### src/rtl/ufm_pkg.sv
// Shared constants and fetcher state encoding for the UFM page fetcher.
package ufm_pkg;

  localparam int unsigned UFM_PAGE_ADDR_W = 11;
  localparam int unsigned UFM_PAGE_BYTES  = 16;
  localparam int unsigned UFM_MAX_PAGES   = 2048;
  localparam int unsigned UFM_PAGE_CNT_W  = $clog2(UFM_MAX_PAGES) + 1;
  localparam int unsigned UFM_BYTE_CNT_W  = $clog2(UFM_PAGE_BYTES);
  localparam int unsigned UFM_BYTE_W      = 8;

  localparam int unsigned FETCH_STATE_W = 3;
  typedef logic [FETCH_STATE_W-1:0] fetch_state_t;

  localparam fetch_state_t ST_IDLE       = 3'd0;
  localparam fetch_state_t ST_WAIT_SPACE = 3'd1;
  localparam fetch_state_t ST_ISSUE      = 3'd2;
  localparam fetch_state_t ST_COLLECT    = 3'd3;
  localparam fetch_state_t ST_WAIT_IDLE  = 3'd4;
  localparam fetch_state_t ST_DRAIN      = 3'd5;

endpackage

### src/rtl/ufm_page_fetcher_if.sv
// Streamer-side and downstream byte-stream signals of the page fetcher.
// UFM_PAGE_FETCHER_LAST_EN adds m_last to the stream.
interface ufm_page_fetcher_if;
  import ufm_pkg::*;

  logic                       ufm_start;
  logic [UFM_PAGE_ADDR_W-1:0] ufm_page_addr;
  logic                       ufm_ready;
  logic                       ufm_rd_stb;
  logic [UFM_BYTE_W-1:0]      ufm_data_rd;
  logic [UFM_BYTE_W-1:0]      m_data;
  logic                       m_valid;
  logic                       m_ready;
`ifdef UFM_PAGE_FETCHER_LAST_EN
  logic                       m_last;
`endif

  modport master (
    output ufm_start, ufm_page_addr, m_data, m_valid,
`ifdef UFM_PAGE_FETCHER_LAST_EN
    output m_last,
`endif
    input  ufm_ready, ufm_rd_stb, ufm_data_rd, m_ready
  );

  modport slave (
    input  ufm_start, ufm_page_addr, m_data, m_valid,
`ifdef UFM_PAGE_FETCHER_LAST_EN
    input  m_last,
`endif
    output ufm_ready, ufm_rd_stb, ufm_data_rd, m_ready
  );

endinterface

### src/rtl/ufm_byte_fifo.sv
// Synchronous FIFO with occupancy count; head entry is presented directly.
module ufm_byte_fifo #(
  parameter  int unsigned WIDTH = 8,
  parameter  int unsigned DEPTH = 32,
  localparam int unsigned AW    = $clog2(DEPTH),
  localparam int unsigned CW    = AW + 1
) (
  input  logic             clk,
  input  logic             rst,
  input  logic             push,
  input  logic [WIDTH-1:0] din,
  input  logic             pop,
  output logic [WIDTH-1:0] dout,
  output logic             valid,
  output logic [CW-1:0]    count
);

  logic [WIDTH-1:0] mem_q [DEPTH];
  logic [AW-1:0]    wr_ptr_q;
  logic [AW-1:0]    rd_ptr_q;
  logic [CW-1:0]    count_q;
  logic             do_push;
  logic             do_pop;

  // Qualify requests; a push at full only lands when a pop frees the slot.
  always_comb begin
    do_pop  = pop && (count_q != '0);
    do_push = push && ((count_q != CW'(DEPTH)) || do_pop);
  end

  // Storage, pointers and occupancy.
  always_ff @(posedge clk) begin
    if (!rst) begin
      wr_ptr_q <= '0;
      rd_ptr_q <= '0;
      count_q  <= '0;
      for (int i = 0; i < int'(DEPTH); i++) mem_q[i] <= '0;
    end else begin
      if (do_push) begin
        mem_q[wr_ptr_q] <= din;
        wr_ptr_q        <= wr_ptr_q + AW'(1);
      end
      if (do_pop) rd_ptr_q <= rd_ptr_q + AW'(1);
      if (do_push && !do_pop)      count_q <= count_q + CW'(1);
      else if (!do_push && do_pop) count_q <= count_q - CW'(1);
    end
  end

  assign dout  = mem_q[rd_ptr_q];
  assign valid = (count_q != '0);
  assign count = count_q;

endmodule

### src/rtl/ufm_page_fetcher.sv
// Walks a range of UFM pages through the streamer and re-emits the bytes
// as a valid/ready stream. UFM_PAGE_FETCHER_LAST_EN adds m_last.
module ufm_page_fetcher
  import ufm_pkg::*;
#(
  parameter int unsigned FIFO_DEPTH = 32,
  parameter int unsigned PAGE_BYTES = UFM_PAGE_BYTES
) (
  input  logic                       clk,
  input  logic                       rst,
  input  logic                       go,
  input  logic [UFM_PAGE_ADDR_W-1:0] first_page,
  input  logic [UFM_PAGE_CNT_W-1:0]  num_pages,
  output logic                       busy,
  output logic                       done,
  ufm_page_fetcher_if.master         bus
);

  localparam int unsigned CNT_W = $clog2(FIFO_DEPTH) + 1;
`ifdef UFM_PAGE_FETCHER_LAST_EN
  localparam int unsigned FIFO_W = UFM_BYTE_W + 1;
`else
  localparam int unsigned FIFO_W = UFM_BYTE_W;
`endif

  fetch_state_t               state_q, state_d;
  logic [UFM_PAGE_ADDR_W-1:0] first_q;
  logic [UFM_PAGE_CNT_W-1:0]  num_q;
  logic [UFM_PAGE_CNT_W-1:0]  page_idx_q;
  logic [UFM_BYTE_CNT_W-1:0]  byte_cnt_q;
  logic                       busy_d, done_d, start_d;

  logic                       push, pop, space_ok, last_byte, last_page;
  logic [CNT_W-1:0]           fifo_count, occ_after_pop;
  logic [FIFO_W-1:0]          fifo_din, fifo_dout;

  // Handshake and page-progress decode.
  always_comb begin
    pop           = bus.m_valid && bus.m_ready;
    push          = (state_q == ST_COLLECT) && bus.ufm_rd_stb;
    occ_after_pop = fifo_count - CNT_W'(pop);
    space_ok      = occ_after_pop <= CNT_W'(FIFO_DEPTH - PAGE_BYTES);
    last_byte     = push && (byte_cnt_q == UFM_BYTE_CNT_W'(PAGE_BYTES - 1));
    last_page     = (page_idx_q + UFM_PAGE_CNT_W'(1)) == num_q;
  end

  // State register.
  always_ff @(posedge clk) begin
    if (!rst) state_q <= ST_IDLE;
    else      state_q <= state_d;
  end

  // Next-state logic.
  always_comb begin
    state_d = state_q;
    case (state_q)
      ST_IDLE:       if (go && (num_pages != '0)) state_d = ST_WAIT_SPACE;
      ST_WAIT_SPACE: if (space_ok && bus.ufm_ready) state_d = ST_ISSUE;
      ST_ISSUE:      state_d = ST_COLLECT;
      ST_COLLECT:    if (last_byte) state_d = ST_WAIT_IDLE;
      ST_WAIT_IDLE:  if (bus.ufm_ready) state_d = last_page ? ST_DRAIN : ST_WAIT_SPACE;
      ST_DRAIN:      if (fifo_count == '0) state_d = ST_IDLE;
      default:       state_d = ST_IDLE;
    endcase
  end

  // Output decode, fed to the output registers below.
  always_comb begin
    busy_d  = 1'b0;
    done_d  = 1'b0;
    start_d = 1'b0;
    busy_d  = (state_d != ST_IDLE);
    start_d = (state_d == ST_ISSUE);
    done_d  = ((state_q == ST_IDLE) && go && (num_pages == '0)) ||
              ((state_q == ST_DRAIN) && (state_d == ST_IDLE));
  end

  // Run context, counters and registered control outputs.
  always_ff @(posedge clk) begin
    if (!rst) begin
      first_q           <= '0;
      num_q             <= '0;
      page_idx_q        <= '0;
      byte_cnt_q        <= '0;
      busy              <= 1'b0;
      done              <= 1'b0;
      bus.ufm_start     <= 1'b0;
      bus.ufm_page_addr <= '0;
    end else begin
      busy          <= busy_d;
      done          <= done_d;
      bus.ufm_start <= start_d;
      if ((state_q == ST_IDLE) && go && (num_pages != '0)) begin
        first_q    <= first_page;
        num_q      <= num_pages;
        page_idx_q <= '0;
      end
      // Address wraps at the 11-bit page space.
      if ((state_q == ST_WAIT_SPACE) && (state_d == ST_ISSUE))
        bus.ufm_page_addr <= first_q + UFM_PAGE_ADDR_W'(page_idx_q);
      if (state_q == ST_ISSUE) byte_cnt_q <= '0;
      else if (push)           byte_cnt_q <= byte_cnt_q + UFM_BYTE_CNT_W'(1);
      if ((state_q == ST_WAIT_IDLE) && bus.ufm_ready)
        page_idx_q <= page_idx_q + UFM_PAGE_CNT_W'(1);
    end
  end

`ifdef UFM_PAGE_FETCHER_LAST_EN
  assign fifo_din   = {last_byte && last_page, bus.ufm_data_rd};
  assign bus.m_data = fifo_dout[UFM_BYTE_W-1:0];
  assign bus.m_last = fifo_dout[UFM_BYTE_W];
`else
  assign fifo_din   = bus.ufm_data_rd;
  assign bus.m_data = fifo_dout;
`endif

  ufm_byte_fifo #(
    .WIDTH (FIFO_W),
    .DEPTH (FIFO_DEPTH)
  ) u_fifo (
    .clk   (clk),
    .rst   (rst),
    .push  (push),
    .din   (fifo_din),
    .pop   (pop),
    .dout  (fifo_dout),
    .valid (bus.m_valid),
    .count (fifo_count)
  );

endmodule

### src/flat_wrapper.sv
// flat-port wrapper written by rule: the top's interface ports become plain ports
module ufm_page_fetcher_flat import ufm_pkg::*;
#(
  parameter int unsigned FIFO_DEPTH = 32,
  parameter int unsigned PAGE_BYTES = UFM_PAGE_BYTES
)
  (clk, rst, go, first_page, num_pages, busy, done, bus_ufm_start, bus_ufm_page_addr, bus_m_data, bus_m_valid, bus_ufm_ready, bus_ufm_rd_stb, bus_ufm_data_rd, bus_m_ready);
  ufm_page_fetcher_if bus_i ();
  input  logic clk;
  input  logic rst;
  input  logic go;
  input  logic [UFM_PAGE_ADDR_W-1:0] first_page;
  input  logic [UFM_PAGE_CNT_W-1:0] num_pages;
  output logic busy;
  output logic done;
  output wire logic [$bits(bus_i.ufm_start)-1:0] bus_ufm_start;
  output wire logic [$bits(bus_i.ufm_page_addr)-1:0] bus_ufm_page_addr;
  output wire logic [$bits(bus_i.m_data)-1:0] bus_m_data;
  output wire logic [$bits(bus_i.m_valid)-1:0] bus_m_valid;
  input wire logic [$bits(bus_i.ufm_ready)-1:0] bus_ufm_ready;
  input wire logic [$bits(bus_i.ufm_rd_stb)-1:0] bus_ufm_rd_stb;
  input wire logic [$bits(bus_i.ufm_data_rd)-1:0] bus_ufm_data_rd;
  input wire logic [$bits(bus_i.m_ready)-1:0] bus_m_ready;
  assign bus_ufm_start = bus_i.ufm_start;
  assign bus_ufm_page_addr = bus_i.ufm_page_addr;
  assign bus_m_data = bus_i.m_data;
  assign bus_m_valid = bus_i.m_valid;
  assign bus_i.ufm_ready = bus_ufm_ready;
  assign bus_i.ufm_rd_stb = bus_ufm_rd_stb;
  assign bus_i.ufm_data_rd = bus_ufm_data_rd;
  assign bus_i.m_ready = bus_m_ready;
  ufm_page_fetcher #(.FIFO_DEPTH(FIFO_DEPTH), .PAGE_BYTES(PAGE_BYTES)) u_core (.clk(clk), .rst(rst), .go(go), .first_page(first_page), .num_pages(num_pages), .busy(busy), .done(done), .bus(bus_i));
endmodule
### config.mk
export PLATFORM = sky130hd
export DESIGN_NAME = ufm_page_fetcher_flat
export DESIGN_NICKNAME = d
export VERILOG_FILES = /design/src/rtl/ufm_pkg.sv /design/src/rtl/ufm_page_fetcher_if.sv /design/src/rtl/ufm_byte_fifo.sv /design/src/rtl/ufm_page_fetcher.sv /design/src/flat_wrapper.sv
export SDC_FILE = /design/constraint.sdc
export NUM_CORES = 1
export LEC_CHECK = 0
export ABC_AREA = 1
export CAP_MARGIN = 5
export CELL_PAD_IN_SITES_DETAIL_PLACEMENT = 0
export CELL_PAD_IN_SITES_GLOBAL_PLACEMENT = 2
export CORE_ASPECT_RATIO = 1.2
export CORE_MARGIN = 4
export CORE_UTILIZATION = 43
export DETAILED_ROUTE_END_ITERATION = 8
export HOLD_SLACK_MARGIN = 0.08
export PLACE_DENSITY_LB_ADDON = 0.25
export SETUP_SLACK_MARGIN = 0.5
export SYNTH_ARGS = -nofsm -noshare
export SYNTH_HDL_FRONTEND = slang
export SYNTH_SLANG_ARGS = --single-unit
### constraint.sdc
create_clock -name clk -period 4.7 [get_ports clk]
set_input_delay 0.47 -clock clk [delete_from_list [all_inputs] [get_ports clk]]
set_output_delay 0.47 -clock clk [all_outputs]
set_load 0.01 [all_outputs]
==> flow_metrics.env <==
export IMPL_grt_pass1_wl_um=65600
export IMPL_initial_utilization=0.436
export IMPL_fmax_mhz=254
export IMPL_cts_resized=0
export IMPL_crit_path_end_kind="output pin"
export IMPL_wirelength_um=42500
export IMPL_leakage_uw=0.00705
export IMPL_cts_buffers=37
export IMPL_antenna_found_initial=0
export IMPL_synth_seq_cells=333
export IMPL_wl_per_cell_um=19.8
export IMPL_r2r_end="u_core.bus.ufm_page_addr[7]"
export IMPL_area_growth_pct=13.3
export IMPL_drc_errors=0
export IMPL_dieArea_um2=39700
export IMPL_clock_path_buffers=3
export IMPL_gp_congestion=0.801
export IMPL_combPwrFrac=0.221
export IMPL_cts_setup_buffers=0
export IMPL_holdBufCountCts=0
export IMPL_drv_cap=0
export IMPL_syn_nets=1692
export IMPL_p_sw_uw=2490
export IMPL_ys_seq_area_frac=0.587
export IMPL_p_seq_frac=0.421
export IMPL_layout_min_cycle_time_ns=3.94
export IMPL_cts_tree="yes"
export IMPL_setup_worst_path_start_class="flop"
export IMPL_drv_slew=0
export IMPL_pwr_share_clk=0.357
export IMPL_clockRootBuffer="clkbuf_16"
export IMPL_grt_overflow_total=0
export IMPL_reg2reg_from="u_core.u_fifo.count[1]"
export IMPL_drt_iter0_markers=821
export IMPL_fillers=3368
export IMPL_hold_path_class="input pin to flop"
export IMPL_worstMarginPinSlew_ns=0.871
export IMPL_status="complete, no violations"
export IMPL_slew_headroom=0.416
export IMPL_rsz0062_at_grt="no"
export IMPL_clock_sinks=333
export IMPL_die_w_um=183
export IMPL_grt_max_degree=83
export IMPL_grt_pass1_vias=11500
export IMPL_async_flop_share=0
export IMPL_path_max_fanout=82
export IMPL_core_um2=36000
export IMPL_ioPinCount=60
export IMPL_drt_first_pass_iters=6
export IMPL_synthFlopType="edfxtp_1"
export IMPL_internal_power_uw=5730
export IMPL_hold_viol_final=0
export IMPL_p_sw_frac=0.303
export IMPL_netlist_instances=1630
export IMPL_ant_nets=0
export IMPL_synth_cell_types=43
export IMPL_finalNetCount=1717
export IMPL_die_y_um=217
export IMPL_antenna_cells=0
export IMPL_fin_crit_sh=0.839
export IMPL_fin_tns_setup_ns=0
export IMPL_grt_total_usage=0.212
export IMPL_rows=76
export IMPL_synth_edf_count=256
export IMPL_dr_total_vias=11800
export IMPL_drive_above_1_share=0.0767
export IMPL_peakVddDrop_v=0.000231
export IMPL_crit_required_ns=4.23
export IMPL_reg2regPathDepth=16
export IMPL_dp_hpwl_um=27100
export IMPL_syn_area_um2=15700
export IMPL_avgViaCountPerCell=5.49
export IMPL_crit_end="bus_m_data[6]"
export IMPL_io_buffers=59
export IMPL_clock_skew_ns=0.0171
export IMPL_ff2ff_setup_slack_ns=1.56
export IMPL_yosys_warnings=0
export IMPL_arrival_ns=3.47
export IMPL_worst_skew_pair_late_latency_ns=0.54
export IMPL_path_class="flop to output pin"
export IMPL_syn_area_per_cell_um2=9.64
export IMPL_hold_slack_ns=0.447
export IMPL_clk_pin_slew_ns=0.06
export IMPL_finalSetupViolCount=0
export IMPL_htreeDepth=2
export IMPL_power_density_nw_per_um2=462
[how the worst min path moves through the flow]
stage,start,to,depth (start not counted)
detailed placement,u_core.bus.ufm_page_addr[0],u_core.bus.ufm_page_addr[0],2
global route,rst,u_core.bus.ufm_start,4
finish,rst,u_core.bus.ufm_start,4
floorplan,u_core.num_q[2],u_core.num_q[2],2
CTS,rst,u_core.bus.ufm_start,4
global placement,u_core.num_q[4],u_core.num_q[4],2
[cells by family after synthesis]
kind of cell / after synthesis / share of synthesized area
simple gates: 731 / 0.204
compound gates: 349 / 0.129
flops: 333 / 0.587
buf+inv: 176 / 0.0496
fa+ha+maj: 25 / 0.0209
xor+xnor: 16 / 0.00892
[layout by cell type (no fill, tap or decap), types with 3 or more instances in the layout]
master             n
a21oi_1           59
a31oi_1           11
a32oi_1            6
buf_4             22
bufinv_16          4
clkbuf_1           7
clkbuf_16         39
clkdlybuf4s50_1   58
clkinv_1          11
clkinv_2           4
clkinvlp_4         4
dfxtp_1           75
edfxtp_1         256
ha_1              23
inv_1             74
nand2_1          135
nand2_2            7
nand2_4           26
nand3_1           65
nand4_1            4
nor2_1           460
nor2_8             3
nor3_1            12
nor3_2             8
nor4_1             3
o21ai_0          200
o221ai_1          50
o22ai_1           14
xnor2_1            5
xor2_1            11
[worst max-delay path, cell delays in order, from the launching register on]
cell	delay, ns
dfxtp_4	0.57
clkinv_2	0.48
buf_12	0.37
o21ai_0	0.22
o221ai_1	0.18
nand3_1	0.13
o21ai_0	0.18
nor2_1	0.13
a31oi_1	0.06
clkdlybuf4s50_1	0.52
[metrics by stage]
stage / cell area, um2 / utilization / setup WS, ns / std cells / power [uW]
after global placement: 16600 / 0.460 / 1.34 / 2084 / 5350
after CTS: 17800 / 0.494 / 0.735 / 2149 / 8300
final: 17800 / 0.494 / 0.755 / 2149 / 8220
after detailed placement: 16600 / 0.460 / 1.31 / 2084 / 5370
after global routing: 17800 / 0.494 / 0.511 / 2149 / 8640
after floorplan: 15700 / - / 2.15 / 1630 / 4710
[synthesized netlist by cell type (6+ instances only)]
library cell / count / area [um2]
a21oi_1: 59 / 295
nand2_1: 135 / 507
nor3_2: 8 / 80.1
a32oi_1: 6 / 52.6
o22ai_1: 14 / 87.6
a31oi_1: 11 / 68.8
o221ai_1: 50 / 438
buf_2: 8 / 40.0
xor2_1: 11 / 96.3
o21ai_0: 200 / 1000
clkbuf_1: 78 / 293
nor3_1: 12 / 60.1
dfxtp_1: 77 / 1540
nand3_1: 65 / 325
nor2_1: 460 / 1730
nand2_2: 7 / 43.8
edfxtp_1: 256 / 7690
inv_1: 78 / 293
ha_1: 23 / 288
clkbuf_8: 8 / 110
nand2_4: 26 / 293
[routing by layer]
layer / global-route usage / vias up / wire length, um
met1: 0.257 / 5646 / 16800
met3: 0.0321 / 93 / 2260
met4: 0.0758 / 0 / 1440
met2: 0.382 / 354 / 21900
li1: - / 5701 / -
met5: 0 / - / 0
[flip-flops by register name (all words and copies together) (netlist names), 4 cells and up, named ones only]
| signal | flops |
|---|---|
| u_core.page_idx_q | 12 |
| u_core.byte_cnt_q | 4 |
| u_core.u_fifo.mem_q | 256 |
| u_core.u_fifo.wr_ptr_q | 5 |
| u_core.bus.ufm_page_addr | 11 |
| u_core.u_fifo.count | 6 |
| u_core.u_fifo.rd_ptr_q | 5 |
| u_core.first_q | 11 |
| u_core.num_q | 12 |
[power groups by stage]
stage / sequential (uW) / clock [uW] / combinational [uW]
floorplan: 3480 / 0 / 1230
finish: 3460 / 2940 / 1820
detailed placement: 3530 / 0 / 1840
global route: 3490 / 3110 / 2040
CTS: 3470 / 2980 / 1840
global placement: 3520 / 0 / 1830
[final cells by class]
| class | count | area (um2) | share of cell area |
|---|---|---|---|
| clock buffers | 47 | 1020 | 0.0571 |
| multi-input cells | 1121 | 5700 | 0.320 |
| well taps | 468 | 586 | 0.0329 |
| inverters | 80 | 302 | 0.0169 |
| flip-flops and latches | 333 | 9230 | 0.519 |
| repair buffers | 82 | 771 | 0.0433 |
| clock inverters | 18 | 196 | 0.0110 |
No activity file was read; power rests on OpenSTA's default activity.
